`config.mk`:
```
export PLATFORM = sky130hd
export DESIGN_NAME = delay_line_var
export DESIGN_NICKNAME = d
export VERILOG_FILES = /design/src/rtl/delay_line_var.sv
export SDC_FILE = /design/constraint.sdc
export NUM_CORES = 1
export LEC_CHECK = 0
export CORE_AREA = 4 4 224 226
export DETAILED_ROUTE_END_ITERATION = 7
export DIE_AREA = 0 0 228 230
export PLACE_DENSITY_LB_ADDON = 0.25
export SLEW_MARGIN = 20
export SYNTH_ARGS = -nofsm -noshare
export SYNTH_HDL_FRONTEND = slang
export SYNTH_SLANG_ARGS = --single-unit
export TNS_END_PERCENT = 20
```
`constraint.sdc`:
```
create_clock -name clk -period 38.5 [get_ports clk]
set_input_delay 7.7 -clock clk [delete_from_list [all_inputs] [get_ports clk]]
set_output_delay 7.7 -clock clk [all_outputs]
set_load 0.01 [all_outputs]
```
`src/rtl/delay_line_var.sv`:
```
// rtl/delay_line_var.sv - run-time selectable multi-channel delay line with valid sideband and primed status
// Optional sticky out-of-range select flag (sel_err) is built when DELAY_LINE_ERR_EN is defined.
module delay_line_var #(
    parameter int DATA_WIDTH = 16,
    parameter int CHANNELS   = 4,
    parameter int MAX_DELAY  = 7,
    parameter int SEL_W      = $clog2(MAX_DELAY + 1)
) (
    input  logic                           clk,
    input  logic                           reset,
    input  logic                           en,
    input  logic                           flush,
    input  logic [SEL_W-1:0]               delay_sel,
    input  logic                           valid_in,
    input  logic [CHANNELS*DATA_WIDTH-1:0] Data_In,
    output logic                           valid_out,
    output logic [CHANNELS*DATA_WIDTH-1:0] Data_Out,
    output logic                           primed
`ifdef DELAY_LINE_ERR_EN
    ,
    output logic                           sel_err
`endif
);
    localparam int W = CHANNELS * DATA_WIDTH;
    localparam logic [SEL_W-1:0] MAX_SEL = SEL_W'(MAX_DELAY);

    logic [W-1:0]         stage_data [MAX_DELAY];
    logic [MAX_DELAY-1:0] stage_valid;
    logic [SEL_W-1:0]     fill_cnt;
    logic                 sel_over;
    logic [SEL_W-1:0]     eff_d;

    // Compared at 32 bits so the check stays meaningful when SEL_W covers exactly MAX_DELAY.
    assign sel_over = int'(delay_sel) > MAX_DELAY;
    assign eff_d    = sel_over ? MAX_SEL : delay_sel;

    always_ff @(posedge clk) begin
        if (reset || flush) begin
            for (int i = 0; i < MAX_DELAY; i++) begin
                stage_data[i] <= '0;
            end
            stage_valid <= '0;
            fill_cnt    <= '0;
        end else if (en) begin
            stage_data[0]  <= Data_In;
            stage_valid[0] <= valid_in;
            for (int i = 1; i < MAX_DELAY; i++) begin
                stage_data[i]  <= stage_data[i-1];
                stage_valid[i] <= stage_valid[i-1];
            end
            if (fill_cnt != MAX_SEL) begin
                fill_cnt <= fill_cnt + 1'b1;
            end
        end
    end

    // Tap mux straight off the stage registers; delay 0 is a combinational bypass.
    always_comb begin
        valid_out = valid_in;
        Data_Out  = Data_In;
        if (eff_d != '0) begin
            valid_out = 1'b0;
            Data_Out  = '0;
            for (int i = 0; i < MAX_DELAY; i++) begin
                if (eff_d == SEL_W'(i + 1)) begin
                    valid_out = stage_valid[i];
                    Data_Out  = stage_data[i];
                end
            end
        end
    end

    assign primed = (fill_cnt >= eff_d);

`ifdef DELAY_LINE_ERR_EN
    // Only reset clears the flag so that a transient bad select is never lost.
    always_ff @(posedge clk) begin
        if (reset) begin
            sel_err <= 1'b0;
        end else if (sel_over) begin
            sel_err <= 1'b1;
        end
    end
`endif

endmodule

```
== Yosys cells after proc, flatten, opt, wreduce, memory -nomap -nowiden ==
Memory sizes are Yosys's and may differ from the RTL's.
Cells that the tools add are included.

* Bits in registers: 10
* RAM bits: 448
* Output and inout port bits: 66
* Logic and storage cells: 51
* Memories: 1

{| class="wikitable"
|+ Memory list
! memory !! words !! bits a word !! rd ports !! clocked after memory_dff !! wr ports !! line !! RTL
|-
| stage_data || 7 || 64 || 7 || 0 || 7 || 27 || <nowiki>logic [W-1:0] stage_data [MAX_DELAY];</nowiki>
|}

* Add/subtract/negate cells: 1
* Order comparisons: 1
* Equal/unequal tests: 8
* Multiplexer cells: 28
* Bitwise gates (word level): 7
* Reduce and logical (&&, ||, !) cells: 3

{| class="wikitable"
|+ Operator list
! kind !! count
|-
| two-way mux 64 bit || 15
|-
| two-way mux 1 bit || 13
|-
| equality test 3 bit (second input constant) || 4
|-
| bitwise OR 1 bit || 7
|-
| equality test 3 x 2 -> 1 bit (second input constant) || 2
|-
| adder 3 x 1 -> 3 bit (second input constant) || 1
|-
| equality test 3 x 1 -> 1 bit (second input constant) || 1
|-
| >= comparator 3 bit || 1
|-
| inequality test 3 bit (second input constant) || 1
|-
| nonzero test 3 bit || 1
|-
| AND reduction 2 bit || 1
|-
| logical OR 1 bit || 1
|}

== Depth between registers and ports, before layout ==
Gate-level depths: netlist of the first run.

* Word-level depth: 9
* Mapped depth: 7
* Gate-level depth less buffers: 5

== Worst setup path before layout of the first run ==
Ideal clock, no wire load.

* Path kind: input port to flip-flop
* Start: input en
* End: memory stage_data[0][0] (netlist bit), enable pin
* Library setup time: 0.844 ns
* Arrival time: 17.742 ns
* Slack: 19.915 ns
* Stages: 3
* Buffers on the path: 2
* Cells stage by stage: clkbuf_1 clkbuf_1 or3_1

{| class="wikitable"
|+ RTL lines
! element !! line !! RTL
|-
| from (decl) || 11 || <nowiki>input logic en,</nowiki>
|-
| to (decl) || 27 ||
|}

== Final worst setup path of the first run ==
* Start: input delay_sel[2]
* End: output Data_Out[40]

* Cells in the longest elaborated chain, start to end: 9

{| class="wikitable"
|+ Ends and longest elaborated chain
! element !! line !! RTL
|-
| from (decl) || 13 || <nowiki>input logic [SEL_W-1:0] delay_sel,</nowiki>
|-
| equality test 3 x 1 -> 1 bit || 65 || <nowiki>if (eff_d == SEL_W'(i + 1)) begin</nowiki>
|-
| two-way mux 64 bit (7 in a row) || 65 ||
|-
| two-way mux 64 bit * || 61 || <nowiki>if (eff_d != '0) begin</nowiki>
|-
| to (decl) || 17 || <nowiki>output logic [CHANNELS*DATA_WIDTH-1:0] Data_Out,</nowiki>
|}

Every way passes the cells marked *; elsewhere a longest branch is shown, timed or not.

==> flow_metrics.tcl, run 1 <==
set metrics [dict create \
    status "finished clean" \
    fin_nets 1778 \
    pin_count 138 \
    syn_inst 1678 \
    skew_ns 0.0150 \
    cp_max_fo 36 \
    worst-r2r-cell-count 5 \
    finalMaxSlewViolations 0 \
    ctsLongestPathBuffers 3 \
    finalSetupViolations 0 \
    grt_usage 0.212 \
    die_area_mm2 0.0524 \
    max_slew_margin 0.185 \
    drt-initial-drc-count 1783 \
    switching_power_uw 269 \
    cts_tree "yes" \
    p_sw_frac 0.239 \
    async_flop_share 0 \
    drv_cap 0 \
    synth.distinct_cells 34 \
    place_hpwl_mm 28.7 \
    cp.arrival_ns 11.21 \
    hold_class "flop to flop" \
    synth_edf_count 448 \
    drt-wirelength-per-cell_um 24.5 \
    r2r-start "fill_cnt[0]" \
    ys.flop_type "edfxtp_1" \
    reg2reg_setup_slack_ns 37.12 \
    htreeDepth 2 \
    cts_buffers 50 \
    grt_max_degree 319 \
    finalSetupTns_ns 0 \
    gr-total-overflow 0 \
    p_comb_frac 0.090 \
    clock-root-buffer "clkbuf_16" \
    cts-resized-gates 0 \
    clockPowerShare 0.394 \
    yosys.area.top_type_share 0.624 \
    synth_seq_area_share 0.633 \
    rsz0062_at_grt "false" \
    drc 0 \
    area_delta_synth_final_pct 14.1 \
    design.core.area_mm2 0.0483 \
    seq_power_share 0.515 \
    period_needed_ns 18.91 \
    cts_setup_buffers 0 \
    clock-sinks 458 \
    cp-end-kind "output pin" \
    pre_cts_slack_ns 19.67 \
    drive_above_1_share 0.0651 \
    fin_crit_sh 0.491 \
    yosysTopAreaCell "edfxtp_1" \
    timing.rr.end "fill_cnt[2]" \
    portBuffers 137 \
    initial_core_util 0.446 \
    rows 81 \
    hold_viol 0 \
    yosys-top-cells-area "edfxtp_1 62%, and3_1 11%, mux2i_1 2.8%" \
    synth_seq_cells 458 \
    startpoint_type "input pin" \
    total_power_mw 1.13 \
    antenna_left 0 \
    final.setup.worst_slack_ns 19.59 \
    holdPathEnd "stage_valid[6]" \
    grt_pass1_wl_mm 89.5 \
    leakage_nw 10.7 \
    ir_worst_vdd_v 0.0000326 \
    clk-insertion-delay-late_ns 0.58 \
    internal_power_uw 859 \
    die_width_um 228 \
    fp.dieH_um 230 \
    path_clk_slew_ns 0.06 \
    antenna_found_initial 2 \
    fmax_ghz 0.0529 \
    power_density_mw_per_mm2 45.9 \
    syn_avg_cell_area_um2 12.8 \
    min_from "stage_valid[6]" \
    critPathKind "input pin to output pin" \
    synth_warnings 0 \
    tightest_slew_ns 1.22 \
    viasPerCell 6.39 \
    drt_wl_total_mm 57.9 \
    syn_nets 1755 \
    hold_buffers 0 \
    min_path_cells 2 \
    synthesis.area_mm2 0.0216 \
    routabilityCongestion 0.757 \
    firstDrtPassIters 5 \
    grt_pass1_vias 14820 \
    worst_ep_required_time_ns 30.80 \
    via_count 15080 \
]
==> layout by cell type (no fill, tap or decap), types with 3 or more instances in the layout <==
cell type,instances
and2_1,64
dfxtp_1,10
buf_6,3
clkinv_2,8
o21a_1,13
nand2_1,12
clkbuf_1,17
clkinv_1,8
a211o_1,52
o221ai_1,12
mux2i_1,61
ha_1,5
a211oi_1,52
a221oi_1,64
buf_4,20
nor2_1,64
a21oi_1,68
inv_1,15
a32oi_1,52
mux2_2,13
edfxtp_1,448
and3_1,384
clkbuf_16,51
a22oi_1,64
o22ai_1,13
clkdlybuf4s50_1,134
==> cell families after synthesis <==
family | count (synthesis) | share of synthesized area
and+or+nand+nor | 541 | 0.149
DFF | 458 | 0.633
AOI/OAI and AO/OA | 394 | 0.139
buffers and inverters | 205 | 0.0408
muxes | 74 | 0.0351
adders and majority gates | 5 | 0.00290
xor gates and xnor gates | 1 | 0.000406
==> final cells by class <==
| class | count | area (um2) |
|---|---|---|
| diodes | 2 | 5.00 |
| clock buffers | 69 | 1350 |
| clock inverters | 18 | 109 |
| fillers | 4190 | 23700 |
| inverters | 16 | 60.1 |
| multi-input cells | 1015 | 7070 |
| flip-flops and latches | 458 | 13700 |
| well taps | 622 | 778 |
| repair buffers | 160 | 1580 |
==> synth_stat cells, drive strengths merged (3+ instances only) <==
master  number
dfxtp       10
buf         54
edfxtp     448
clkbuf     135
mux2i       61
nand2       12
and3       385
o21a        13
ha           5
o22ai       13
a221oi      64
inv         16
a32oi       52
a21oi       68
nor2b        3
a211oi      52
and2        67
mux2        13
nor2        66
o221ai      12
a22oi       64
a211o       52
==> critical path: stages <==
cell and delay [ns]:
clkdlybuf4s50_1 0.40, buf_4 0.25, nor3b_4 0.86, buf_4 0.71, a21oi_1 0.15, a221oi_1 0.31, a211o_1 0.23, clkdlybuf4s50_1 0.57
==> through the flow <==
step	hold WS, ns	instance area, um2	cells	utilization
final	0.522	24600	2360	0.509
after CTS	0.505	24600	2358	0.509
after global routing	0.529	24600	2360	0.509
after global placement	0.473	23100	2271	0.479
after floorplan	0.451	21600	1678	-
after detailed placement	0.487	23100	2271	0.479
==> metal layers <==
layer	wire length [um]	up-vias	GRT usage
met3	4130	84	0.0388
met4	1150	0	0.0570
met1	26100	7736	0.308
met5	0	-	0
li1	-	6701	-
met2	26600	559	0.330
==> power by group through the flow <==
stage	clock, mW	combinational (mW)	sequential (mW)
3_3_place_gp	0	0.101	0.591
3_5_place_dp	0	0.102	0.591
2_1_floorplan	0	0.0582	0.593
6_report	0.445	0.102	0.582
4_1_cts	0.455	0.102	0.581
5_1_grt	0.476	0.110	0.584
==> registers in the layout, indices dropped and copies added, names as in the netlist <==
name         count
stage_data     448
fill_cnt         3
stage_valid      7
==> how the worst max path moves through the flow <==
stage | slack [ns] | cells past startpoint | startpoint | endpoint
3_5_place_dp | 19.67 | 8 | delay_sel[2] | Data_Out[40]
4_1_cts | 19.65 | 8 | delay_sel[2] | Data_Out[40]
5_1_grt | 19.51 | 8 | delay_sel[2] | Data_Out[33]
2_1_floorplan | 19.91 | 3 | en | stage_data[0][0]
3_3_place_gp | 19.68 | 8 | delay_sel[2] | Data_Out[40]
6_report | 19.59 | 8 | delay_sel[2] | Data_Out[40]
(Power assumes the default switching activity.)
==> run 2, diff against run 1 <==
==> constraint.sdc (replaced) <==
create_clock -name clk -period 19.5 [get_ports clk]
set_input_delay 3.9 -clock clk [delete_from_list [all_inputs] [get_ports clk]]
set_output_delay 3.9 -clock clk [all_outputs]
set_load 0.01 [all_outputs]
==> run 2 against run 1 <==
Register-to-register slack worse by 19 ns. Final area up 0.73%. Via count up 0.36%. Sequential share of layout area decreased by 0.40 points. Largest cell class unchanged.
==> flow_metrics.tcl, run 2 (synthesis results as in run 1) <==
set metrics [dict create \
    status "finished clean" \
    grt_usage 0.213 \
    clk-insertion-delay-late_ns 0.59 \
    tightest_slew_ns 1.14 \
    viasPerCell 6.40 \
    pin_count 138 \
    reg_top3 "stage_data (448), stage_valid (7), fill_cnt (3)" \
    dp.cells 2271 \
    multiInputGateArea_mm2 0.00707 \
    holdWs_ns 0.520 \
    cp_top_family "buffers and inverters" \
    worst-path-stages 8 \
    portBuffers 137 \
    via_count 15134 \
    min_path_cells 2 \
    final.setup.worst_slack_ns 8.23 \
    drc 0 \
    path_cells "clkdlybuf4s50_1 > buf_4 > nor3b_4 > buf_4 > a21oi_1 > a221oi_1 > a211o_1 > clkdlybuf4s50_1" \
    die_area_mm2 0.0524 \
    grt_pass1_vias 14899 \
    fp.dieH_um 230 \
    p_sw_frac 0.236 \
    switching_power_uw 541 \
    antenna_found_initial 1 \
    leakage_nw 10.8 \
    finalCoreUtilization 0.513 \
    clock-root-buffer "clkbuf_16" \
    clockPowerShare 0.411 \
    cp.arrival_ns 7.37 \
    grt_pass1_wl_mm 90.1 \
    firstDrtPassIters 5 \
    final_common_cell "edfxtp_1" \
    internal_power_mw 1.75 \
    worst-r2r-cell-count 5 \
    rsz0062_at_grt "false" \
    hold_buffers 0 \
    finalSetupViolations 0 \
    reg2reg_setup_slack_ns 18.11 \
    hold_class "flop to flop" \
    power_density_mw_per_mm2 92.6 \
    drive_above_1_share 0.0672 \
    fin_nets 1781 \
    ctsLongestPathBuffers 3 \
    skew_ns 0.0204 \
    p_comb_frac 0.088 \
    cp_num_buf_inv 4 \
    worst_ep_required_time_ns 15.60 \
    ir_worst_vdd_v 0.0000533 \
    design.core.area_mm2 0.0483 \
    rows 81 \
    drv_cap 0 \
    instances_no_fill 2365 \
    area_delta_synth_final_pct 15.0 \
    path_clk_slew_ns 0.06 \
    critPathKind "input pin to output pin" \
    fmax_ghz 0.0887 \
    critPathMaxStageDelay_ns 0.83 \
    startpoint_type "input pin" \
    gr-total-overflow 0 \
    register_area_mm2 0.0137 \
    cts_setup_buffers 0 \
    max_slew_margin 0.242 \
    grt_max_degree 319 \
    cp-end-kind "output pin" \
    pre_cts_slack_ns 8.22 \
    initial_core_util 0.446 \
    antenna_left 0 \
    cts_tree "yes" \
    period_needed_ns 11.27 \
    place_hpwl_mm 29.1 \
    drt-initial-drc-count 1881 \
    hold_viol 0 \
    fill_cells 4109 \
    largest_reg_flops 448 \
    crit_slowest_cell "nor3b_4" \
    drt-wirelength-per-cell_um 24.6 \
    seq_power_share 0.500 \
    drt_wl_total_mm 58.3 \
    htreeDepth 2 \
    finalSetupTns_ns 0 \
    fin_crit_sh 0.578 \
    largest_register "stage_data" \
    cp_max_fo 36 \
    finalMaxSlewViolations 0 \
    clock-sinks 458 \
    cts_buffers 52 \
    cts-resized-gates 0 \
    die_width_um 228 \
    final_cell_mix "448 x edfxtp_1, 384 x and3_1, 134 x clkdlybuf4s50_1" \
    routabilityCongestion 0.756 \
]
## run 2: changes by cell type in the layout (fill, tap and decap cells not counted), sizes merged
cell and change:
bufinv +2, inv -1, clkinvlp +2, clkinv -1, clkbuf +3, buf +1, diode -1
## run 2: worst reg2reg max path, delay by kind of cell (launching register included)
| family | cells | cell delay (ns) |
|---|---|---|
| adder cells (fa/ha/maj) | 2 | 0.38 |
| flip-flops | 1 | 0.34 |
| AND/OR/NAND/NOR | 2 | 0.33 |
| multiplexers | 1 | 0.24 |
## run 2: area by class of cell
cell class                 instances  share of cell area
antenna                            1            0.000101
clock buffer                      72              0.0580
clock inverter                    20             0.00717
inverter                          16             0.00242
multi-input combinational       1015               0.285
sequential                       458               0.551
tap                              622              0.0314
timing repair buffer             161              0.0648
## run 2: path summary, 6_finish.rpt
path | to | start
worst max-delay path | Data_Out[32] | delay_sel[2]
worst min-delay path | stage_valid[6] | stage_valid[6]
worst max register to register | fill_cnt[1] | fill_cnt[0]
worst min register to register | stage_valid[6] | stage_valid[6]
## run 2: stage by stage
step                      instance area, um2  power (mW)
after CTS                              24800        2.31
final                                  24800        2.29
after detailed placement               23100        1.37
after floorplan                        21600        1.29
after global placement                 23100        1.37
after global routing                   24800        2.37
## run 2: power by group through the flow
| stage | Combinational (mW) | Sequential (mW) | Clock [mW] |
|---|---|---|---|
| floorplan | 0.115 | 1.17 | 0 |
| detailed placement | 0.201 | 1.17 | 0 |
| global placement | 0.200 | 1.17 | 0 |
| finish | 0.203 | 1.15 | 0.943 |
| CTS | 0.202 | 1.15 | 0.961 |
| global route | 0.217 | 1.15 | 1.00 |
## run 2: layer usage
layer,track usage,vias up,share of wire
li1,-,6716,-
met1,0.313,7764,0.45
met2,0.331,573,0.46
met3,0.0352,81,0.068
met4,0.0547,0,0.018
met5,0,-,0
==> run 3, diff against run 2 <==
==> constraint.sdc (replaced) <==
create_clock -name clk -period 10.1 [get_ports clk]
set_input_delay 2.02 -clock clk [delete_from_list [all_inputs] [get_ports clk]]
set_output_delay 2.02 -clock clk [all_outputs]
set_load 0.01 [all_outputs]
==> run 3 against run 2 <==
Core utilization hardly changed. Critical path depth shrank 1. Count of clock-buffer cells in the layout shrank 2. Total power increased by 91%. Global-route usage fell by 0.54 points. Critical path type unchanged. Setup slack worse by 5.4 ns. Via count shrank 0.52%. Largest cell class unchanged. Flip-flop and latch count did not move. Clock skew decreased by 0.0089 ns. Sequential power up 93%. Non-clock buffer count is 2 higher. First-iteration DRC count is 1.9% lower.
==> flow_metrics.tcl, run 3 (synthesis results as in run 1) <==
set metrics [dict create \
    status "finished clean" \
    drt-initial-drc-count 1845 \
    n_antenna_cell 0 \
    reg_top3 "stage_data (448), stage_valid (7), fill_cnt (3)" \
    grt_max_degree 305 \
    drc 0 \
    clk-insertion-delay-late_ns 0.59 \
    antenna_left 0 \
    critPathKind "input pin to output pin" \
    finalCoreUtilization 0.513 \
    drt-wirelength-per-cell_um 23.9 \
    pin_count 138 \
    cts_setup_buffers 0 \
    clockPowerShare 0.405 \
    place_hpwl_mm 28.9 \
    power_density_mw_per_mm2 177 \
    finalMaxSlewViolations 0 \
    finalSetupViolations 0 \
    worst-r2r-cell-count 5 \
    grt_usage 0.208 \
    antenna_found_initial 0 \
    hold_viol 0 \
    multiInputGateArea_mm2 0.00707 \
    htreeDepth 2 \
    cp-end-kind "output pin" \
    path_clk_slew_ns 0.06 \
    drt_wl_total_mm 56.6 \
    switching_power_mw 1.04 \
    critPathMaxStageDelay_ns 0.69 \
    cp.arrival_ns 5.30 \
    grt_pass1_vias 14814 \
    design.core.area_mm2 0.0483 \
    min_path_cells 2 \
    p_comb_frac 0.089 \
    fmax_ghz 0.137 \
    timing.rr.end "fill_cnt[2]" \
    crit_slowest_cell "buf_4" \
    skew_ns 0.0115 \
    internal_power_mw 3.34 \
    fin_crit_sh 0.725 \
    initial_core_util 0.446 \
    final_cell_mix "448 x edfxtp_1, 384 x and3_1, 134 x clkdlybuf4s50_1" \
    rsz0062_at_grt "false" \
    reg2reg_setup_slack_ns 8.70 \
    max_slew_margin 0.206 \
    routabilityCongestion 0.779 \
    clock-sinks 458 \
    hold_buffers 0 \
    seq_power_share 0.506 \
    cts_buffers 51 \
    period_needed_ns 7.32 \
    fill_cells 4135 \
    cp_max_fo 56 \
    largest_register "stage_data" \
    holdPathEnd "stage_valid[6]" \
    crit_top_cell "buf_4" \
    gr-total-overflow 0 \
    p_sw_frac 0.238 \
    firstDrtPassIters 5 \
    die_width_um 228 \
    fp.dieH_um 230 \
    portBuffers 137 \
    startpoint_type "input pin" \
    area_delta_synth_final_pct 15.0 \
    rows 81 \
    die_area_mm2 0.0524 \
    largest_reg_flops 448 \
    r2r-start "fill_cnt[0]" \
    final_common_cell "edfxtp_1" \
    cp_num_buf_inv 4 \
    finalSetupTns_ns 0 \
    via_count 15056 \
    fin_nets 1782 \
    cts_tree "yes" \
    worst_ep_required_time_ns 8.08 \
    drive_above_1_share 0.0682 \
    cp_top_family "buffers and inverters" \
    grt_pass1_wl_mm 87.9 \
    leakage_nw 10.8 \
    viasPerCell 6.36 \
    min_from "stage_valid[6]" \
    cts-resized-gates 0 \
    register_area_mm2 0.0137 \
    tightest_slew_ns 1.19 \
    ctsLongestPathBuffers 3 \
    ir_worst_vdd_v 0.000116 \
    clock-root-buffer "clkbuf_16" \
    hold_class "flop to flop" \
    drv_cap 0 \
    path_cells "buf_6 > buf_4 > and2_2 > buf_4 > a221oi_1 > a211o_1 > clkdlybuf4s50_1" \
]
run 3: cell types whose count changed in the layout (fill, tap and decap cells not counted), sizes merged, moves of 2 or more:
cell / before / now
clkinvlp: 2 / 0
clkinv: 15 / 20
clkbuf: 73 / 71
buf: 26 / 28
run 3: worst min-delay path, delay by kind of cell (launching register included):
kind / cells / cell delay, ns
muxes: 1 / 0.08
DFF: 1 / 0.33
and+or+nand+nor: 1 / 0.09
run 3: worst max-delay path by stage:
stage,from,endpoint,slack [ns],cells after the start
after floorplan,en,stage_data[0][0],1.79,3
after global placement,delay_sel[0],Data_Out[8],2.79,7
after detailed placement,delay_sel[0],Data_Out[5],2.78,7
after CTS,delay_sel[0],Data_Out[5],2.76,7
after global routing,delay_sel[0],Data_Out[57],2.66,7
final,delay_sel[0],Data_Out[54],2.78,7
run 3: layout make-up:
cell class                      instances  area share
Clock buffer                           70      0.0564
Clock inverter                         23     0.00661
Inverter                               16     0.00242
Multi-Input combinational cell       1015       0.285
Sequential cell                       458       0.551
Tap cell                              622      0.0314
Timing Repair Buffer                  163      0.0669
run 3: power by group through the flow:
stage | Sequential (mW) | Clock [mW] | Combinational [mW]
after floorplan | 2.25 | 0 | 0.222
after global placement | 2.25 | 0 | 0.384
after detailed placement | 2.25 | 0 | 0.387
after CTS | 2.22 | 1.81 | 0.389
after global routing | 2.23 | 1.89 | 0.418
final | 2.22 | 1.77 | 0.388
run 3: layer usage:
layer / track usage / up-vias / wire (um)
met3: 0.0336 / 94 / 3780
met4: 0.0649 / 0 / 1290
met2: 0.315 / 605 / 25800
met1: 0.308 / 7646 / 25800
met5: 0 / - / 0
li1: - / 6711 / -
run 3: metrics by stage:
stage	hold slack (ns)	cells	total power, mW	setup WS, ns	cell area (um2)
after floorplan	0.451	1678	2.47	1.79	21600
after global placement	0.472	2272	2.64	2.79	23200
after detailed placement	0.506	2273	2.64	2.78	23200
after CTS	0.522	2366	4.42	2.76	24800
after global routing	0.567	2367	4.54	2.66	24800
final	0.528	2367	4.38	2.78	24800
